**config.mk**
```make
export PLATFORM = sky130hd
export DESIGN_NAME = mult_share_arbiter_flat
export DESIGN_NICKNAME = d
export VERILOG_FILES = /design/src/rtl/mult_share_arbiter_if.sv /design/src/rtl/mult_share_arbiter.sv /design/src/flat_wrapper.sv
export SDC_FILE = /design/constraint.sdc
export NUM_CORES = 1
export LEC_CHECK = 0
export BUFFER_PORTS_ARGS = -buffer_cell sky130_fd_sc_hd__buf_2
export CORE_MARGIN = 10
export CORE_UTILIZATION = 45
export CTS_CLUSTER_DIAMETER = 200
export DETAILED_ROUTE_END_ITERATION = 7
export PLACE_DENSITY = 0.86
export SLEW_MARGIN = 0
export SYNTH_ARGS = -nofsm -noshare
export SYNTH_HDL_FRONTEND = slang
export SYNTH_SLANG_ARGS = --single-unit
```
**constraint.sdc**
```tcl
create_clock -name Clock -period 5.1 [get_ports Clock]
set_clock_uncertainty 0.1 [all_clocks]
set_input_delay 0.51 -clock Clock [delete_from_list [all_inputs] [get_ports Clock]]
set_output_delay 0.51 -clock Clock [all_outputs]
set_load 0.02 [all_outputs]
```
**src/rtl/mult_share_arbiter_if.sv**
```systemverilog
// rtl/mult_share_arbiter_if.sv - requester/multiplier bus bundle for mult_share_arbiter
interface mult_share_arbiter_if #(
  parameter int NUM_REQ = 4,
  parameter int WIDTHA  = 20,
  parameter int WIDTHB  = 20,
  parameter int WIDTHP  = 40
) ();
  logic [NUM_REQ-1:0]        Req;
  logic [NUM_REQ*WIDTHA-1:0] DataA;
  logic [NUM_REQ*WIDTHB-1:0] DataB;
  logic [NUM_REQ-1:0]        Ack;
  logic [WIDTHA-1:0]         MultA;
  logic [WIDTHB-1:0]         MultB;
  logic [WIDTHP-1:0]         MultResult;
  logic [WIDTHP-1:0]         Result;
  logic [NUM_REQ-1:0]        ResultValid;
  logic                      Busy;

  // arbiter side
  modport slave (
    input  Req, DataA, DataB, MultResult,
    output Ack, MultA, MultB, Result, ResultValid, Busy
  );

  // requesters plus the multiplier instance
  modport master (
    output Req, DataA, DataB, MultResult,
    input  Ack, MultA, MultB, Result, ResultValid, Busy
  );
endinterface

```
**src/rtl/mult_share_arbiter.sv**
```systemverilog
// rtl/mult_share_arbiter.sv - shares one pipelined signed multiplier among NUM_REQ requesters (option: MULT_SHARE_ARB_FIXED_PRIO_EN)
module mult_share_arbiter #(
  parameter int NUM_REQ = 4,
  parameter int WIDTHA  = 20,
  parameter int WIDTHB  = 20,
  parameter int WIDTHP  = 40,
  parameter int PIPE    = 1
) (
  input logic Clock,
  input logic Sclr_n,
  mult_share_arbiter_if.slave bus
);
  localparam int IDXW  = (NUM_REQ > 1) ? $clog2(NUM_REQ) : 1;
  localparam int DEPTH = PIPE + 1;

  logic              gnt_valid;
  logic [IDXW-1:0]   gnt_idx;
  logic [IDXW-1:0]   cand;
  logic [WIDTHA-1:0] mult_a;
  logic [WIDTHB-1:0] mult_b;
  logic [WIDTHP-1:0] result;
  logic [NUM_REQ-1:0] result_valid;
  // tag pipe mirrors the multiplier latency plus the operand register
  logic [DEPTH-1:0]  tag_valid;
  logic [IDXW-1:0]   tag_idx [DEPTH];

`ifdef MULT_SHARE_ARB_FIXED_PRIO_EN
  // fixed priority: scan downward so the lowest requesting index is the last writer
  always_comb begin
    gnt_valid = 1'b0;
    gnt_idx   = '0;
    cand      = '0;
    if (Sclr_n) begin
      for (int i = NUM_REQ - 1; i >= 0; i--) begin
        cand = IDXW'(i);
        if (bus.Req[cand]) begin
          gnt_valid = 1'b1;
          gnt_idx   = cand;
        end
      end
    end
  end
`else
  logic [IDXW-1:0] ptr;

  // round-robin: scan farthest offset first so the nearest index after ptr wins
  always_comb begin
    gnt_valid = 1'b0;
    gnt_idx   = '0;
    cand      = '0;
    if (Sclr_n) begin
      for (int off = NUM_REQ; off >= 1; off--) begin
        cand = IDXW'((int'(ptr) + off) % NUM_REQ);
        if (bus.Req[cand]) begin
          gnt_valid = 1'b1;
          gnt_idx   = cand;
        end
      end
    end
  end

  // pointer follows the last grant; reset value gives requester 0 first priority
  always_ff @(posedge Clock) begin
    if (!Sclr_n)        ptr <= IDXW'(NUM_REQ - 1);
    else if (gnt_valid) ptr <= gnt_idx;
  end
`endif

  assign bus.Ack = gnt_valid ? (NUM_REQ'(1) << gnt_idx) : '0;

  // operand register feeding the multiplier; holds when nothing is granted
  always_ff @(posedge Clock) begin
    if (!Sclr_n) begin
      mult_a <= '0;
      mult_b <= '0;
    end else if (gnt_valid) begin
      mult_a <= bus.DataA[int'(gnt_idx)*WIDTHA +: WIDTHA];
      mult_b <= bus.DataB[int'(gnt_idx)*WIDTHB +: WIDTHB];
    end
  end

  // issuer tags shift every cycle; no stall, reset discards everything in flight
  always_ff @(posedge Clock) begin
    if (!Sclr_n) begin
      tag_valid <= '0;
      for (int k = 0; k < DEPTH; k++) tag_idx[k] <= '0;
    end else begin
      tag_valid[0] <= gnt_valid;
      tag_idx[0]   <= gnt_idx;
      for (int k = 1; k < DEPTH; k++) begin
        tag_valid[k] <= tag_valid[k-1];
        tag_idx[k]   <= tag_idx[k-1];
      end
    end
  end

  // capture the product only when the tail tag is live; stale MultResult is ignored
  always_ff @(posedge Clock) begin
    if (!Sclr_n) begin
      result       <= '0;
      result_valid <= '0;
    end else begin
      result_valid <= '0;
      if (tag_valid[PIPE]) begin
        result       <= bus.MultResult;
        result_valid <= NUM_REQ'(1) << tag_idx[PIPE];
      end
    end
  end

  assign bus.MultA       = mult_a;
  assign bus.MultB       = mult_b;
  assign bus.Result      = result;
  assign bus.ResultValid = result_valid;
  assign bus.Busy        = (|tag_valid) | (|result_valid);
endmodule

```
**src/flat_wrapper.sv**
```systemverilog
// flat-port wrapper written by rule: the top's interface ports become plain ports
module mult_share_arbiter_flat 
#(
  parameter int NUM_REQ = 4,
  parameter int WIDTHA  = 20,
  parameter int WIDTHB  = 20,
  parameter int WIDTHP  = 40,
  parameter int PIPE    = 1
)
  (Clock, Sclr_n, bus_Req, bus_DataA, bus_DataB, bus_MultResult, bus_Ack, bus_MultA, bus_MultB, bus_Result, bus_ResultValid, bus_Busy);
  mult_share_arbiter_if #(.NUM_REQ(NUM_REQ), .WIDTHA(WIDTHA), .WIDTHB(WIDTHB), .WIDTHP(WIDTHP)) bus_i ();
  input logic Clock;
  input logic Sclr_n;
  input wire logic [$bits(bus_i.Req)-1:0] bus_Req;
  input wire logic [$bits(bus_i.DataA)-1:0] bus_DataA;
  input wire logic [$bits(bus_i.DataB)-1:0] bus_DataB;
  input wire logic [$bits(bus_i.MultResult)-1:0] bus_MultResult;
  output wire logic [$bits(bus_i.Ack)-1:0] bus_Ack;
  output wire logic [$bits(bus_i.MultA)-1:0] bus_MultA;
  output wire logic [$bits(bus_i.MultB)-1:0] bus_MultB;
  output wire logic [$bits(bus_i.Result)-1:0] bus_Result;
  output wire logic [$bits(bus_i.ResultValid)-1:0] bus_ResultValid;
  output wire logic [$bits(bus_i.Busy)-1:0] bus_Busy;
  assign bus_i.Req = bus_Req;
  assign bus_i.DataA = bus_DataA;
  assign bus_i.DataB = bus_DataB;
  assign bus_i.MultResult = bus_MultResult;
  assign bus_Ack = bus_i.Ack;
  assign bus_MultA = bus_i.MultA;
  assign bus_MultB = bus_i.MultB;
  assign bus_Result = bus_i.Result;
  assign bus_ResultValid = bus_i.ResultValid;
  assign bus_Busy = bus_i.Busy;
  mult_share_arbiter #(.NUM_REQ(NUM_REQ), .WIDTHA(WIDTHA), .WIDTHB(WIDTHB), .WIDTHP(WIDTHP), .PIPE(PIPE)) u_core (.Clock(Clock), .Sclr_n(Sclr_n), .bus(bus_i));
endmodule
```
# Word level (Yosys, flattened, before mapping)
# Memory sizes are Yosys's and may differ from the RTL's.
# Cells that the tools add are included.
[word_totals] output_inout_bits=89 input_bits=206 mem_bits_rw=4 reg_bits=88 mem_count=1
[op_classes] addsub=4 n_mux=23 n_shift=4 mul=1 n_reduce_logical=3 n_bitwise=3 order_cmp=4
[mem_list] memory="u_core.tag_idx" words=2 width=2 read_ports=2 rd_clocked_by_memory_dff=0 wr=2 line_no="mult_share_arbiter.sv:25" rtl="logic [IDXW-1:0] tag_idx [DEPTH];"
[ops] cell="80-bit by 32-bit variable part select with 20-bit output" n=2
[ops] cell="2-bit 2-to-1 mux" n=7
[ops] cell="2-bit by 3-bit less-than comparator with 1-bit output, second input constant" n=4
[ops] cell="1-bit 2-to-1 mux" n=11
[ops] cell="1-bit binary-select mux with 2-bit select" n=4
[ops] cell="1-bit by 2-bit << shifter with 4-bit output, first input constant" n=2
[ops] cell="2-bit by 3-bit multiplier with 5-bit output, second input constant" n=1
[ops] cell="2-bit by 1-bit adder with 2-bit output, second input constant" n=2
[ops] cell="2-bit adder, second input constant" n=2
[ops] cell="4-bit 2-to-1 mux" n=1
[ops] cell="4-bit OR reduction" n=1
[ops] cell="1-bit bitwise OR" n=3
[ops] cell="2-bit AND reduction" n=1
[ops] cell="2-bit OR reduction" n=1

# Depth between registers and ports, before layout
[logic_depth] word_depth=10 depth_mapped=8 mapped_depth_nobuf=6

# Least setup slack after synthesis
# Ideal clock, no wire load.
[synth_timing] kind="input to output" from="input bus_Req[3]" to="output bus_Ack[2]" t_required_ns=4.490 n_path_buf=2 t_arrival_ns=1.722 cell_stages=7 slack_ns=2.768 path_cell_list="or2_1 and3_4 nor3_4 inv_2 buf_6 buf_6 nor2_1"
[synth_via] elab_chain_len=9 elab_cells_between_ends=20 cone_classes="1 x shift; 19 x mux"
[synth_rtl] item="start, declared" line_no="flat_wrapper.sv:14" rtl="input wire logic [$bits(bus_i.Req)-1:0] bus_Req;"
[synth_rtl] item="1-bit binary-select mux with 2-bit select" line_no="mult_share_arbiter.sv:54" rtl="if (bus.Req[cand]) begin"
[synth_rtl] item="1-bit 2-to-1 mux (implied by the code)" line_no="mult_share_arbiter.sv:54"
[synth_rtl] item="2-bit 2-to-1 mux (4 in series)" line_no="mult_share_arbiter.sv:54"
[synth_rtl] item="2-bit 2-to-1 mux" line_no="mult_share_arbiter.sv:51" rtl="if (Sclr_n) begin"
[synth_rtl] item="1-bit by 2-bit << shifter with 4-bit output" line_no="mult_share_arbiter.sv:69" rtl="assign bus.Ack = gnt_valid ? (NUM_REQ'(1) << gnt_idx) : '0;"
[synth_rtl] item="4-bit 2-to-1 mux (*)" line_no="mult_share_arbiter.sv:69"
[synth_rtl] item="end, declared" line_no="flat_wrapper.sv:18" rtl="output wire logic [$bits(bus_i.Ack)-1:0] bus_Ack;"
# Mark *: on every way between the ends. The rest lies on a longest branch, timed or not. The select of a mux whose other input is x is not followed.

# Worst setup path in the final report
[layout_timing] from="register u_core.ptr[1]" to="output bus_Ack[0]"
[layout_via] elab_chain_len=10 elab_cells_between_ends=24 cone_classes="4 x add/sub; 1 x shift; 19 x mux"
[layout_rtl] item="start, declared" line_no="mult_share_arbiter.sv:44" rtl="logic [IDXW-1:0] ptr;"
[layout_rtl] item="start signal, assigned" line_no="mult_share_arbiter.sv:64" rtl="if (!Sclr_n) ptr <= IDXW'(NUM_REQ - 1);"
[layout_rtl] item="start signal, assigned" line_no="mult_share_arbiter.sv:65" rtl="else if (gnt_valid) ptr <= gnt_idx;"
[layout_rtl] item="2-bit by 1-bit adder with 2-bit output" line_no="mult_share_arbiter.sv:53" rtl="cand = IDXW'((int'(ptr) + off) % NUM_REQ);"
[layout_rtl] item="1-bit binary-select mux with 2-bit select" line_no="mult_share_arbiter.sv:54"
[layout_rtl] item="1-bit 2-to-1 mux (implied by the code)" line_no="mult_share_arbiter.sv:54"
[layout_rtl] item="2-bit 2-to-1 mux (4 in series)" line_no="mult_share_arbiter.sv:54"
[layout_rtl] item="2-bit 2-to-1 mux" line_no="mult_share_arbiter.sv:51"
[layout_rtl] item="1-bit by 2-bit << shifter with 4-bit output" line_no="mult_share_arbiter.sv:69"
[layout_rtl] item="4-bit 2-to-1 mux (*)" line_no="mult_share_arbiter.sv:69"
# Marks and branches as above.

==> impl_metrics.env <==
export IMPL_synthTopCellsByArea="dfxtp_1 42%, mux2i_1 21%, o221ai_1 5.2%"
export IMPL_grt_pass1_vias=4770
export IMPL_rows=35
export IMPL_grt_max_degree=56
export IMPL_critical_path_arrival_ps=2650
export IMPL_violations="design-rule violations"
export IMPL_antenna_found_initial=1
export IMPL_grt_ovfl_total=0
export IMPL_crit_path_start_kind="register"
export IMPL_yosysTopAreaCell="dfxtp_1"
export IMPL_min_path_type="primary input to register"
export IMPL_place_hpwl_microns=13100
export IMPL_die_y_microns=118
export IMPL_timing_slew_headroom_pct=19.9
export IMPL_numCtsBuffers=9
export IMPL_crit_type="register to primary output"
export IMPL_setup_viol=0
export IMPL_clockBufferDepth=2
export IMPL_pre_cts_ws_ps=1650
export IMPL_cts_sinks=92
export IMPL_initial_core_util_pct=46.8
export IMPL_rsz0062_at_grt="no"
export IMPL_fin_ws_ps=1840
export IMPL_worst_path_max_fanout=26
export IMPL_period_share_pct=63.9
export IMPL_multi_input_area_sq_um=2250
export IMPL_worstMarginPinSlew_ps=1200
export IMPL_syn_to_final_growth_pct=36.7
export IMPL_track_usage_pct=21.4
export IMPL_die_area_sq_um=14000
export IMPL_die_x_microns=118
export IMPL_ys_seq_elements=92
export IMPL_grt_pass1_wl_microns=24900
export IMPL_cts_setup_buffers=0
export IMPL_syn_inst=439
export IMPL_drc=3
export IMPL_antennaDiodeCount=0
export IMPL_drive_gt1_share_pct=46.6
export IMPL_core_area_sq_um=9330
export IMPL_htree_num_levels=3
export IMPL_ys_async_sr_fraction_pct=0
export IMPL_globalplace_congestion=0.853
export IMPL_netlist_top_cells_count="92 x dfxtp_1, 90 x mux2i_1, 50 x nor2_1"
export IMPL_synthMostInstantiatedCell="dfxtp_1"
export IMPL_clk_latency_ps=350
export IMPL_routedWlPerCell_microns=19.0
export IMPL_hold_viol=0
export IMPL_fmax_mhz=307
export IMPL_cts_root_buf="clkbuf_8"
export IMPL_ys_seq_area_share_pct=42.2
export IMPL_final_nets=918
export IMPL_final_util_pct=63.9
export IMPL_min_period_ps=3260
export IMPL_drt_iter0_drc=413
export IMPL_ctsResizeCount=0
export IMPL_drt_total_wl_microns=16100
export IMPL_num_io_pins=295
export IMPL_ys_flop_type="dfxtp_1"
export IMPL_powerDensity_nw_per_um2=307
export IMPL_end_kind="primary output"
export IMPL_tritoncts="yes"
export IMPL_netlist_area_sq_um=4360
export IMPL_drv_cap=0
export IMPL_worstPathRequired_ps=4490
export IMPL_io_buffers=294
export IMPL_ys_types=37
export IMPL_status="finished, violations left"
export IMPL_vdd_ir_drop_max_mv=0.180
export IMPL_p_total_mw=1.83
export IMPL_seqCellArea_sq_um=1840
export IMPL_fin_setup_tns_ps=0
export IMPL_syn_nets=645
export IMPL_drv_slew=0
export IMPL_vias=4489
export IMPL_synth_edf_count=0
export IMPL_ant_nets=0
export IMPL_syn_avg_cell_area_sq_um=9.94
export IMPL_p_leak_nw=3.08
export IMPL_clk_pin_slew_ps=110
export IMPL_first_pass_iters=8
export IMPL_hold_buffers=0
export IMPL_ys_warnings_count=0
export IMPL_n_fill_cell=751
export IMPL_yosysTopAreaCellShare_pct=42.2
export IMPL_viasPerCell=5.31
==> worst max-delay path, cell delays in order (launching register included) <==
cell,delay [ps]
dfxtp_1,390
a21o_1,180
a221oi_1,240
a21o_1,650
buf_4,440
and3_1,210
buf_2,170
==> cell usage in the layout, fill, tap and decap left out, types with 3 or more instances in the layout <==
master    count
dfxtp_1      91
a211oi_2      3
mux2i_1      90
o31a_1        3
a221oi_1      9
buf_2       294
o21ai_1      15
clkbuf_8      9
a221oi_2      8
buf_4         4
inv_2         3
and2_1       16
nand2_1      48
a222oi_1     12
nor2_1       50
o221ai_1     26
==> registers in the layout, indices dropped and copies added (netlist names) <==
register                count
u_core.bus.Result          40
u_core.bus.MultA           20
u_core.bus.MultB           20
u_core.bus.ResultValid      4
u_core.tag_idx              4
u_core.ptr                  2
u_core.tag_valid            2
==> path summary, 6_finish.rpt <==
| check | start | to | slack (ps) | depth (start not counted) |
|---|---|---|---|---|
| setup / recovery | u_core.ptr[1] | bus_Ack[0] | 1840 | 6 |
| hold / removal | bus_MultResult[6] | u_core.bus.Result[6] | 300 | 3 |
| setup reg to reg | u_core.ptr[1] | u_core.bus.MultB[12] | 2250 | 5 |
| hold reg to reg | u_core.tag_idx[0][0] | u_core.tag_idx[0][2] | 350 | 1 |
==> layer usage <==
| layer | global-route usage (%) | part of all wire (%) |
|---|---|---|
| met1 | 22.6 | 39 |
| met2 | 38.6 | 50 |
| met3 | 7.95 | 9.6 |
| met4 | 6.56 | 2.0 |
| met5 | 0 | 0 |
==> logic make-up (layout without fill, tap and decap cells) <==
| group | after synthesis | after routing | synth area share, % |
|---|---|---|---|
| AOI/OAI and AO/OA | 86 | 86 | 17.5 |
| buffers and inverters | 41 | 319 | 6.31 |
| DFF | 92 | 92 | 42.2 |
| muxes | 90 | 90 | 20.6 |
| and+or+nand+nor | 130 | 130 | 13.3 |
==> power by group <==
group | internal, mW | total [mW] | switching [mW]
logic | 0.219 | 0.526 | 0.308
registers | 0.793 | 0.831 | 0.0372
clock network | 0.190 | 0.475 | 0.286
total | 1.20 | 1.83 | 0.631
==> stage by stage <==
step / instances / instance area [sq um] / hold WS [ps]
final: 846 / 5960 / 296
after global routing: 846 / 5960 / 271
after CTS: 846 / 5960 / 281
after detailed placement: 830 / 5770 / 326
after global placement: 830 / 5770 / 323
after floorplan: 439 / 4360 / 312
==> layout make-up <==
type	count	share of cell area (%)
multi-input cells	306	37.7
flip-flops and latches	92	30.9
clock inverters	7	1.13
clock buffers	9	2.08
inverters	5	0.315
well taps	129	2.71
repair buffers	298	25.2
Power figures use the tool's default switching activity.
